===== src/rtl/if_id_stage_pkg.sv =====
// Pipeline constants and IF/ID register layout shared by fetch, decode and the
// hazard detector.
package if_id_stage_pkg;

   localparam int          INSTR_W       = 32;
   localparam int          PC_W          = 32;
   localparam int          CNT_W_DEF     = 16;
   localparam logic [31:0] NOP_INSTR_DEF = 32'h0000_0000;   // sll $0,$0,0
   localparam logic [31:0] RESET_PC_DEF  = 32'h0000_0000;

   typedef enum logic [1:0] {
      ACT_ADVANCE  = 2'd0,
      ACT_REDIRECT = 2'd1,
      ACT_STALL    = 2'd2
   } if_action_e;

   typedef struct packed {
      logic [INSTR_W-1:0] instr;
      logic [PC_W-1:0]    pc_plus4;
      logic               valid;
   } if_id_reg_t;

endpackage


===== src/rtl/if_id_stage_sat_counter.sv =====
// Saturating event counter with async active-low clear.
module sat_counter #(
   parameter int W = 16
) (
   input  logic         clk_i,
   input  logic         rst_n_i,
   input  logic         inc_i,
   output logic [W-1:0] cnt_o
);

   logic [W-1:0] cnt_q;
   logic [W-1:0] cnt_d;

   always_comb begin
      cnt_d = cnt_q;
      if (inc_i && (cnt_q != {W{1'b1}}))
         cnt_d = cnt_q + {{(W-1){1'b0}}, 1'b1};
   end

   always_ff @(posedge clk_i or negedge rst_n_i) begin
      if (!rst_n_i) cnt_q <= '0;
      else          cnt_q <= cnt_d;
   end

   assign cnt_o = cnt_q;

endmodule


===== src/rtl/if_id_stage.sv =====
// Fetch stage: PC register, IF/ID pipeline register, stall/redirect priority
// select and stall/flush performance counters.
module if_id_stage
   import if_id_stage_pkg::*;
#(
   parameter logic [31:0] RESET_PC  = RESET_PC_DEF,
   parameter logic [31:0] NOP_INSTR = NOP_INSTR_DEF,
   parameter int          CNT_W     = CNT_W_DEF
) (
   input  logic             clock,
   input  logic             reset_n,
   input  logic             RAL_hazard,
   input  logic             branch_taken,
   input  logic [31:0]      branch_target,
   input  logic [31:0]      imem_instr,
   output logic [31:0]      pc,
   output logic [31:0]      IF_ID_instr,
   output logic [31:0]      IF_ID_pcPlus4,
   output logic             IF_ID_valid,
   output logic             ID_EX_bubble,
   output logic [CNT_W-1:0] stall_cnt,
   output logic [CNT_W-1:0] flush_cnt
);

   logic [31:0] pc_q, pc_d;
   logic [31:0] pc_plus4;
   if_id_reg_t  ifid_q, ifid_d;
   if_action_e  action;

   assign pc_plus4 = pc_q + 32'd4;

   // Stall beats redirect: the branch in ID may depend on the stalled load.
   always_comb begin
      action = ACT_ADVANCE;
      if (RAL_hazard)        action = ACT_STALL;
      else if (branch_taken) action = ACT_REDIRECT;
   end

   always_comb begin
      pc_d   = pc_q;
      ifid_d = ifid_q;
      case (action)
         ACT_REDIRECT: begin
            pc_d   = branch_target;
            ifid_d = '{instr: NOP_INSTR, pc_plus4: 32'd0, valid: 1'b0};
         end
         ACT_ADVANCE: begin
            pc_d   = pc_plus4;
            ifid_d = '{instr: imem_instr, pc_plus4: pc_plus4, valid: 1'b1};
         end
         default: ;
      endcase
   end

   always_ff @(posedge clock or negedge reset_n) begin
      if (!reset_n) begin
         pc_q   <= RESET_PC;
         ifid_q <= '{instr: NOP_INSTR, pc_plus4: 32'd0, valid: 1'b0};
      end else begin
         pc_q   <= pc_d;
         ifid_q <= ifid_d;
      end
   end

   sat_counter #(.W(CNT_W)) u_stall_cnt (
      .clk_i   (clock),
      .rst_n_i (reset_n),
      .inc_i   (action == ACT_STALL),
      .cnt_o   (stall_cnt)
   );

   sat_counter #(.W(CNT_W)) u_flush_cnt (
      .clk_i   (clock),
      .rst_n_i (reset_n),
      .inc_i   (action == ACT_REDIRECT),
      .cnt_o   (flush_cnt)
   );

   assign pc            = pc_q;
   assign IF_ID_instr   = ifid_q.instr;
   assign IF_ID_pcPlus4 = ifid_q.pc_plus4;
   assign IF_ID_valid   = ifid_q.valid;
   assign ID_EX_bubble  = RAL_hazard & ifid_q.valid;

endmodule


===== config.mk =====
export PLATFORM = sky130hd
export DESIGN_NAME = if_id_stage
export DESIGN_NICKNAME = d
export VERILOG_FILES = /design/src/rtl/if_id_stage_pkg.sv /design/src/rtl/if_id_stage_sat_counter.sv /design/src/rtl/if_id_stage.sv
export SDC_FILE = /design/constraint.sdc
export NUM_CORES = 1
export LEC_CHECK = 0
export CAP_MARGIN = 15
export CORE_ASPECT_RATIO = 0.8
export CORE_UTILIZATION = 35
export CTS_BUF_LIST = sky130_fd_sc_hd__clkbuf_8
export DETAILED_ROUTE_END_ITERATION = 10
export PLACE_DENSITY = 0.68
export SYNTH_ARGS = -nofsm -noshare
export SYNTH_HDL_FRONTEND = slang
export SYNTH_SLANG_ARGS = --single-unit
export TNS_END_PERCENT = 20

===== constraint.sdc =====
create_clock -name clock -period 2.25 [get_ports clock]
set_input_delay 0.675 -clock clock [delete_from_list [all_inputs] [get_ports clock]]
set_output_delay 0.675 -clock clock [all_outputs]
set_load 0.02 [all_outputs]

==> results of run 1 <==
[worst min path at each step]
stage | start | end | slack (ns) | cells past startpoint
after global placement | IF_ID_pcPlus4[11] | IF_ID_pcPlus4[11] | 0.47 | 2
final | reset_n | u_stall_cnt.cnt_o[0] | 0.18 | 1
after floorplan | reset_n | IF_ID_instr[0] | 0.38 | 0
after CTS | reset_n | u_stall_cnt.cnt_o[8] | 0.18 | 1
after detailed placement | IF_ID_pcPlus4[16] | IF_ID_pcPlus4[16] | 0.47 | 2
after global routing | reset_n | u_stall_cnt.cnt_o[8] | 0.19 | 1
[registers in the layout (all words and copies together) (netlist names)]
signal and flops:
IF_ID_instr 32, IF_ID_pcPlus4 32, IF_ID_valid 1, pc 32, u_flush_cnt.cnt_o 16, u_stall_cnt.cnt_o 16
[routing by layer]
metal	share of wire, %	vias to the layer above
li1	-	2771
met1	46	2823
met2	44	215
met3	8.6	19
met4	1.2	0
met5	0	-
[kinds of logic (layout without fill, tap and decap cells)]
logic type,count (synthesis),after routing
AO/OA/AOI/OAI,152,152
buffers and inverters,56,286
AND/OR/NAND/NOR,246,246
adder cells (fa/ha/maj),3,3
multiplexers,3,3
flip-flops,129,129
XOR/XNOR,38,38
[synthesized netlist by cell type, types with 2 or more instances]
cell type,number,area share [%]
a211oi_1,3,0.36
a21oi_1,15,1.2
a22o_1,36,5.0
a22oi_1,17,2.0
a2bb2oi_1,2,0.28
a311o_1,2,0.32
a31o_2,2,0.28
a31oi_1,6,0.60
a32oi_1,2,0.28
and2_1,6,0.60
and3_1,5,0.50
and4_1,8,1.1
buf_1,5,0.30
buf_2,9,0.72
clkbuf_1,29,1.7
dfrtp_1,129,52
ha_1,3,0.60
inv_1,11,0.66
mux2_2,3,0.54
nand2_1,68,4.1
nand2b_1,2,0.20
nand3_1,44,3.5
nand3b_1,2,0.24
nand4_1,21,2.1
nor2_1,30,1.8
nor2b_1,2,0.20
nor3_1,23,1.8
nor3b_1,2,0.24
nor4_1,11,1.1
o2111ai_1,3,0.42
o211ai_1,14,1.7
o21ai_0,30,2.4
o2bb2ai_1,5,0.70
o311ai_0,6,0.84
o31ai_1,2,0.24
or2_2,4,0.40
or3_1,5,0.50
or4_1,6,0.72
or4b_1,2,0.32
xnor2_1,15,2.1
xor2_1,23,3.2
[worst register-to-register path, stage by stage (launching register included)]
cell	delay, ns
dfrtp_1	0.48
nand4_1	0.17
or4_1	0.66
or4_1	0.56
nand3_1	0.11
[timing repair]
action,4_1_cts,5_1_grt
gates cloned,0,0
setup endpoints to repair,25,15
hold buffers,0,0
resized for setup,27,15
[area by class of cell]
type / instances / share of cell area [%]
well taps: 225 / 3.08
multi-input cells: 442 / 30.7
clock buffers: 19 / 2.86
repair buffers: 244 / 26.0
flip-flops and latches: 129 / 35.4
inverters: 11 / 0.452
clock inverters: 12 / 1.55
[report_power, final]
part / leakage, nW / switching (W) / internal (W)
registers: 1.64 / 0.000385 / 0.00263
clock network: 0.204 / 0.000916 / 0.00113
logic: 2.20 / 0.00103 / 0.000938
[metrics by stage]
step	util [%]	power [W]	cells	area, um^2	hold slack [ns]
after global placement	50.2	0.00507	1051	8720	0.469
after floorplan	-	0.00398	627	6250	0.379
after detailed placement	50.2	0.00509	1051	8720	0.473
after CTS	52.3	0.00713	1082	9100	0.176
final	52.6	0.00704	1082	9130	0.182
after global routing	52.6	0.00741	1082	9130	0.192
==> results by group, run 1 <==
STA
  • Tmin final: 2.18 ns
  • Setup slack after layout: 0.0676 ns
  • Worst slew pin tran: 0.740 ns
  • Final Hold Fails: 0
  • Fin Clk Skew: 0.00791 ns
  • Max-slew violation count: 0
  • RSZ-0062 raised after global routing: false
  • Peak Freq: 458 MHz
  • Setup-failing EPs final: 0
  • Final period util: 97.0%
  • Sum Neg Setup Slack: 0 ns
  • Relative slew slack: 50.1%

Critical path
  • Worst Path Arrival: 1.51 ns
  • Worst r2r src: pc[24]
  • CP Cell Sequence: clkdlybuf4s50_1
  • Cell family with the largest share of critical-path delay: buffers and inverters
  • Worst path bufs/invs: 1
  • Worst Setup EP: flush_cnt[12]
  • CP max-delay cell: clkdlybuf4s50_1
  • Crit path depth: 1
  • CP Launch Type: flip-flop
  • Worst R2R End: IF_ID_pcPlus4[29]
  • Worst reg2reg path depth: 4
  • Reg2Reg Setup Slack: 0.21 ns
  • Critical Path End Type: output pin
  • Crit path from: u_flush_cnt.cnt_o[12]
  • Max FO, Critical Path: 5
  • Critical path class: reg2out
  • Critical path required time: 1.57 ns
  • CP peak stage delay: 0.64 ns

Synthesis
  • Post-Syn Area: 6250 um^2
  • Post-synthesis mux area share: 0.540%
  • Post-synthesis simple-gate area fraction: 20.5%
  • Yosys warns: 0
  • Compound-gate portion of the synthesized area: 17.7%
  • Yosys reg bits: 129
  • Post-Synthesis Net Count: 698
  • Post-synthesis adder-cell area fraction: 0.600%
  • Asr flop ratio synth: 100%
  • Sequential area share after synthesis: 51.6%
  • EDFF count, synth: 0
  • Largest family of logic cells by synthesized area: simple AND/OR/NAND/NOR gates
  • Post-synthesis cell count: 627
  • Avg Synthesized Cell Area: 9.97 um^2
  • Post-Synth XOR/XNOR Area: 5.32%
  • Unique masters post-synth: 55
  • Synth Flop Type: dfrtp_1

GRT
  • Grt met1 use: 30.1%
  • First-pass GRT wire length: 30200 um
  • Global routing's busiest layer: met2
  • Pin count of the biggest net entering global routing: 58
  • Gr ovfl total: 0
  • Total GRT Usage: 21.3%
  • Initial antenna violation count: 0
  • Vias in the first global route: 5581
  • Met2 Usage GRT: 31.6%
  • M3 GR Usage: 6.18%

Route
  • Total Wirelength: 19000 um
  • Residual DRC: 0
  • Routed Antenna Nets: 0
  • Via/cell ratio: 5.39
  • TritonRoute pass-1 iters: 5
  • Initial DRC count: 382
  • Via count: 5828
  • DR WL/cell: 17.6 um

Final layout
  • Most frequent cells in the layout: clkdlybuf4s50_1 (154), dfrtp_1 (127), nand2_1 (68)
  • Layout filler cell count: 1586
  • Antenna Cells: 0
  • Synth-to-layout area growth: 46.1%
  • FF/Latch Area: 3230 um^2
  • Area of the multi-input gates: 2800 um^2
  • Most common cell after layout, fill and taps aside: clkdlybuf4s50_1
  • Fin nets: 916
  • Fraction of layout cells with a size suffix above 1: 11.4%

Floorplanning
  • Cell Rows: 43
  • Chip Height: 122 um
  • Core box area: 17400 um^2
  • Die area: 18400 um^2
  • Chip width: 151 um
  • Ports: 198
  • Starting Density: 36.0%

Placement
  • Gp weighted congestion: 0.852
  • DP HPWL: 13700 um
  • Port Buffer Count: 197
  • DP Worst Slack: 0.0421 ns

Clock tree
  • Clock slew at reported path FFs: 0.07 ns
  • # clock sinks: 129
  • Worst-Skew Late Latency: 0.43 ns
  • Max clock buf depth: 2
  • Setup bufs post-CTS: 0
  • CTS buffer count: 17
  • Htree depth: 4
  • CTS tree: yes
  • Root Buffer: clkbuf_8

Power and ir drop
  • Pwr Density: 770 nW/um^2
  • Worst vdd ir: 0.726 mV
  • Leakage power: 4.04 nW

Status
  • Status: finished, final reports clean

Run
  • Max_cap viols: 0

Min path
  • HP Class: in2async
No activity file was read; power rests on OpenSTA's default activity.
==> inputs of run 2 (changes only) <==
--- a/config.mk
+++ b/config.mk
@@ -9,6 +9,7 @@
 export CORE_ASPECT_RATIO = 0.8
 export CORE_UTILIZATION = 35
 export CTS_BUF_LIST = sky130_fd_sc_hd__clkbuf_8
+export CTS_CLUSTER_SIZE = 40
 export DETAILED_ROUTE_END_ITERATION = 10
 export PLACE_DENSITY = 0.68
 export SYNTH_ARGS = -nofsm -noshare
==> results of run 2 <==
Final layout, timing and power as in run 1 (identical DEF).
==> inputs of run 3 (changes only) <==
--- a/config.mk
+++ b/config.mk
@@ -11,8 +11,7 @@
 export CTS_BUF_LIST = sky130_fd_sc_hd__clkbuf_8
 export CTS_CLUSTER_SIZE = 40
 export DETAILED_ROUTE_END_ITERATION = 10
-export PLACE_DENSITY = 0.68
+export PLACE_DENSITY_LB_ADDON = 0.12
 export SYNTH_ARGS = -nofsm -noshare
 export SYNTH_HDL_FRONTEND = slang
 export SYNTH_SLANG_ARGS = --single-unit
-export TNS_END_PERCENT = 20
==> results by group, run 3 (synthesis gave the netlist of run 1 again) <==
Final layout
  • Fraction of layout cells with a size suffix above 1: 11.1%
  • Post-route cell area: 9120 um^2
  • Core Util, Final: 52.5%
  • Most common cell after layout, fill and taps aside: clkdlybuf4s50_1
  • Fin nets: 915
  • FF/Latch Area: 3230 um^2
  • Area of the multi-input gates: 2800 um^2
  • Layout filler cell count: 1570
  • Antenna Cells: 0
  • Synth-to-layout area growth: 45.9%
  • Most frequent cells in the layout: clkdlybuf4s50_1 (152), dfrtp_1 (128), nand2_1 (68)

Clock tree
  • Clock slew at reported path FFs: 0.08 ns
  • Setup bufs post-CTS: 0
  • CTS buffer count: 17
  • # clock sinks: 129
  • Hold_buf cts: 0
  • Max clock buf depth: 2
  • Root Buffer: clkbuf_8
  • CTS tree: yes
  • Worst-Skew Late Latency: 0.45 ns
  • Htree depth: 4

Floorplanning
  • Chip width: 151 um
  • Starting Density: 36.0%
  • Ports: 198
  • Core box area: 17400 um^2
  • Chip Height: 122 um
  • Cell Rows: 43
  • Die area: 18400 um^2

Critical path
  • Worst path bufs/invs: 1
  • CP peak stage delay: 0.65 ns
  • Worst r2r src: u_stall_cnt.cnt_o[0]
  • Max FO, Critical Path: 3
  • CP max-delay cell: clkdlybuf4s50_1
  • Worst Path Arrival: 1.52 ns
  • CP Cell Sequence: clkdlybuf4s50_1
  • CP Launch Type: flip-flop
  • Critical Path End Type: output pin
  • Cell family with the largest share of critical-path delay: buffers and inverters
  • Crit path from: pc[15]
  • Critical path class: reg2out
  • Critical path required time: 1.57 ns

STA
  • Hold WS: 0.139 ns
  • Final Hold Fails: 0
  • RSZ-0062 raised after global routing: false
  • Max-slew violation count: 0
  • Relative slew slack: 50.7%
  • Tmin final: 2.20 ns
  • Worst slew pin tran: 0.731 ns
  • Setup slack after layout: 0.0549 ns
  • Peak Freq: 456 MHz
  • Fin Clk Skew: 0.0100 ns
  • Setup-failing EPs final: 0
  • Final period util: 97.6%

Route
  • Total Wirelength: 19400 um
  • DR WL/cell: 17.9 um
  • Initial DRC count: 430
  • Residual DRC: 0
  • Via/cell ratio: 5.44
  • TritonRoute pass-1 iters: 5
  • Routed Antenna Nets: 0
  • Via count: 5879

Power and ir drop
  • Leakage power: 4.06 nW
  • Pwr Density: 771 nW/um^2
  • Pwr Total: 0.00703 W
  • Worst vdd ir: 0.637 mV

Status
  • Status: finished, final reports clean

Placement
  • DP Worst Slack: -0.00337 ns
  • DP HPWL: 14000 um
  • Gp weighted congestion: 0.861
  • Area after DPL: 8710 um^2
  • Port Buffer Count: 197

Run
  • Max_cap viols: 0

GRT
  • Gr ovfl total: 0
  • Total GRT Usage: 21.7%
  • Vias in the first global route: 5738
  • Initial antenna violation count: 0
  • First-pass GRT wire length: 30500 um
  • Pin count of the biggest net entering global routing: 83

Min path
  • HP Class: in2async
run 3: changes by cell type in the layout (fill, tap and decap cells not counted), sizes merged:
cell,previous run,this run
clkdlybuf4s50,154,152
dlygate4sd2,25,26
buf,50,49
clkinvlp,3,2
clkinv,5,6
clkbuf,19,18
inv,12,13
dlymetal6s2s,15,16
run 3: final timing paths:
kind | endpoint | slack, ns | cells after the start
max in group asynchronous | IF_ID_instr[3] | 1.48 | 2
setup reg to reg | u_stall_cnt.cnt_o[1] | 0.18 | 5
setup / recovery | pc[15] | 0.05 | 1
min in group clock | IF_ID_pcPlus4[5] | 0.49 | 2
hold / removal | IF_ID_pcPlus4[11] | 0.14 | 1
hold reg to reg | IF_ID_pcPlus4[5] | 0.49 | 2
run 3: what timing repair did:
item                       in CTS  in global routing
setup endpoints to repair      26                 16
resized for setup              27                 16
pin swaps                       0                  0
run 3: metrics by stage:
step | TNS (ns) | cells
final | 0 | 1081
after detailed placement | -0.00337 | 1050
after CTS | 0 | 1081
after global routing | 0 | 1081
after floorplan | 0 | 627
after global placement | 0 | 1050
run 3: power breakdown:
part / switching, W / internal [W]
registers: 0.000381 / 0.00263
clock network: 0.000920 / 0.00110
logic: 0.00105 / 0.000946
total: 0.00235 / 0.00468
run 3: layout make-up:
type | instances | share of cell area, %
tap | 225 | 3.09
clock inverter | 13 | 1.61
multi-input combinational | 442 | 30.7
timing repair buffer | 243 | 26.0
clock buffer | 18 | 2.72
sequential | 129 | 35.4
inverter | 11 | 0.453
run 3: layer usage:
layer | up-vias | track usage, % | routed length (um)
met4 | 0 | 7.50 | 302
met2 | 192 | 31.6 | 8740
met1 | 2897 | 30.8 | 8860
met3 | 22 | 6.14 | 1480
li1 | 2768 | - | -
met5 | - | 0 | 0
run 3: worst register-to-register path, stage by stage, from the launching register on:
cell,delay [ns]
dfrtp_1,0.41
ha_1,0.22
nand4_1,0.15
or3_1,0.40
o21ai_0,0.38
mux2_2,0.39
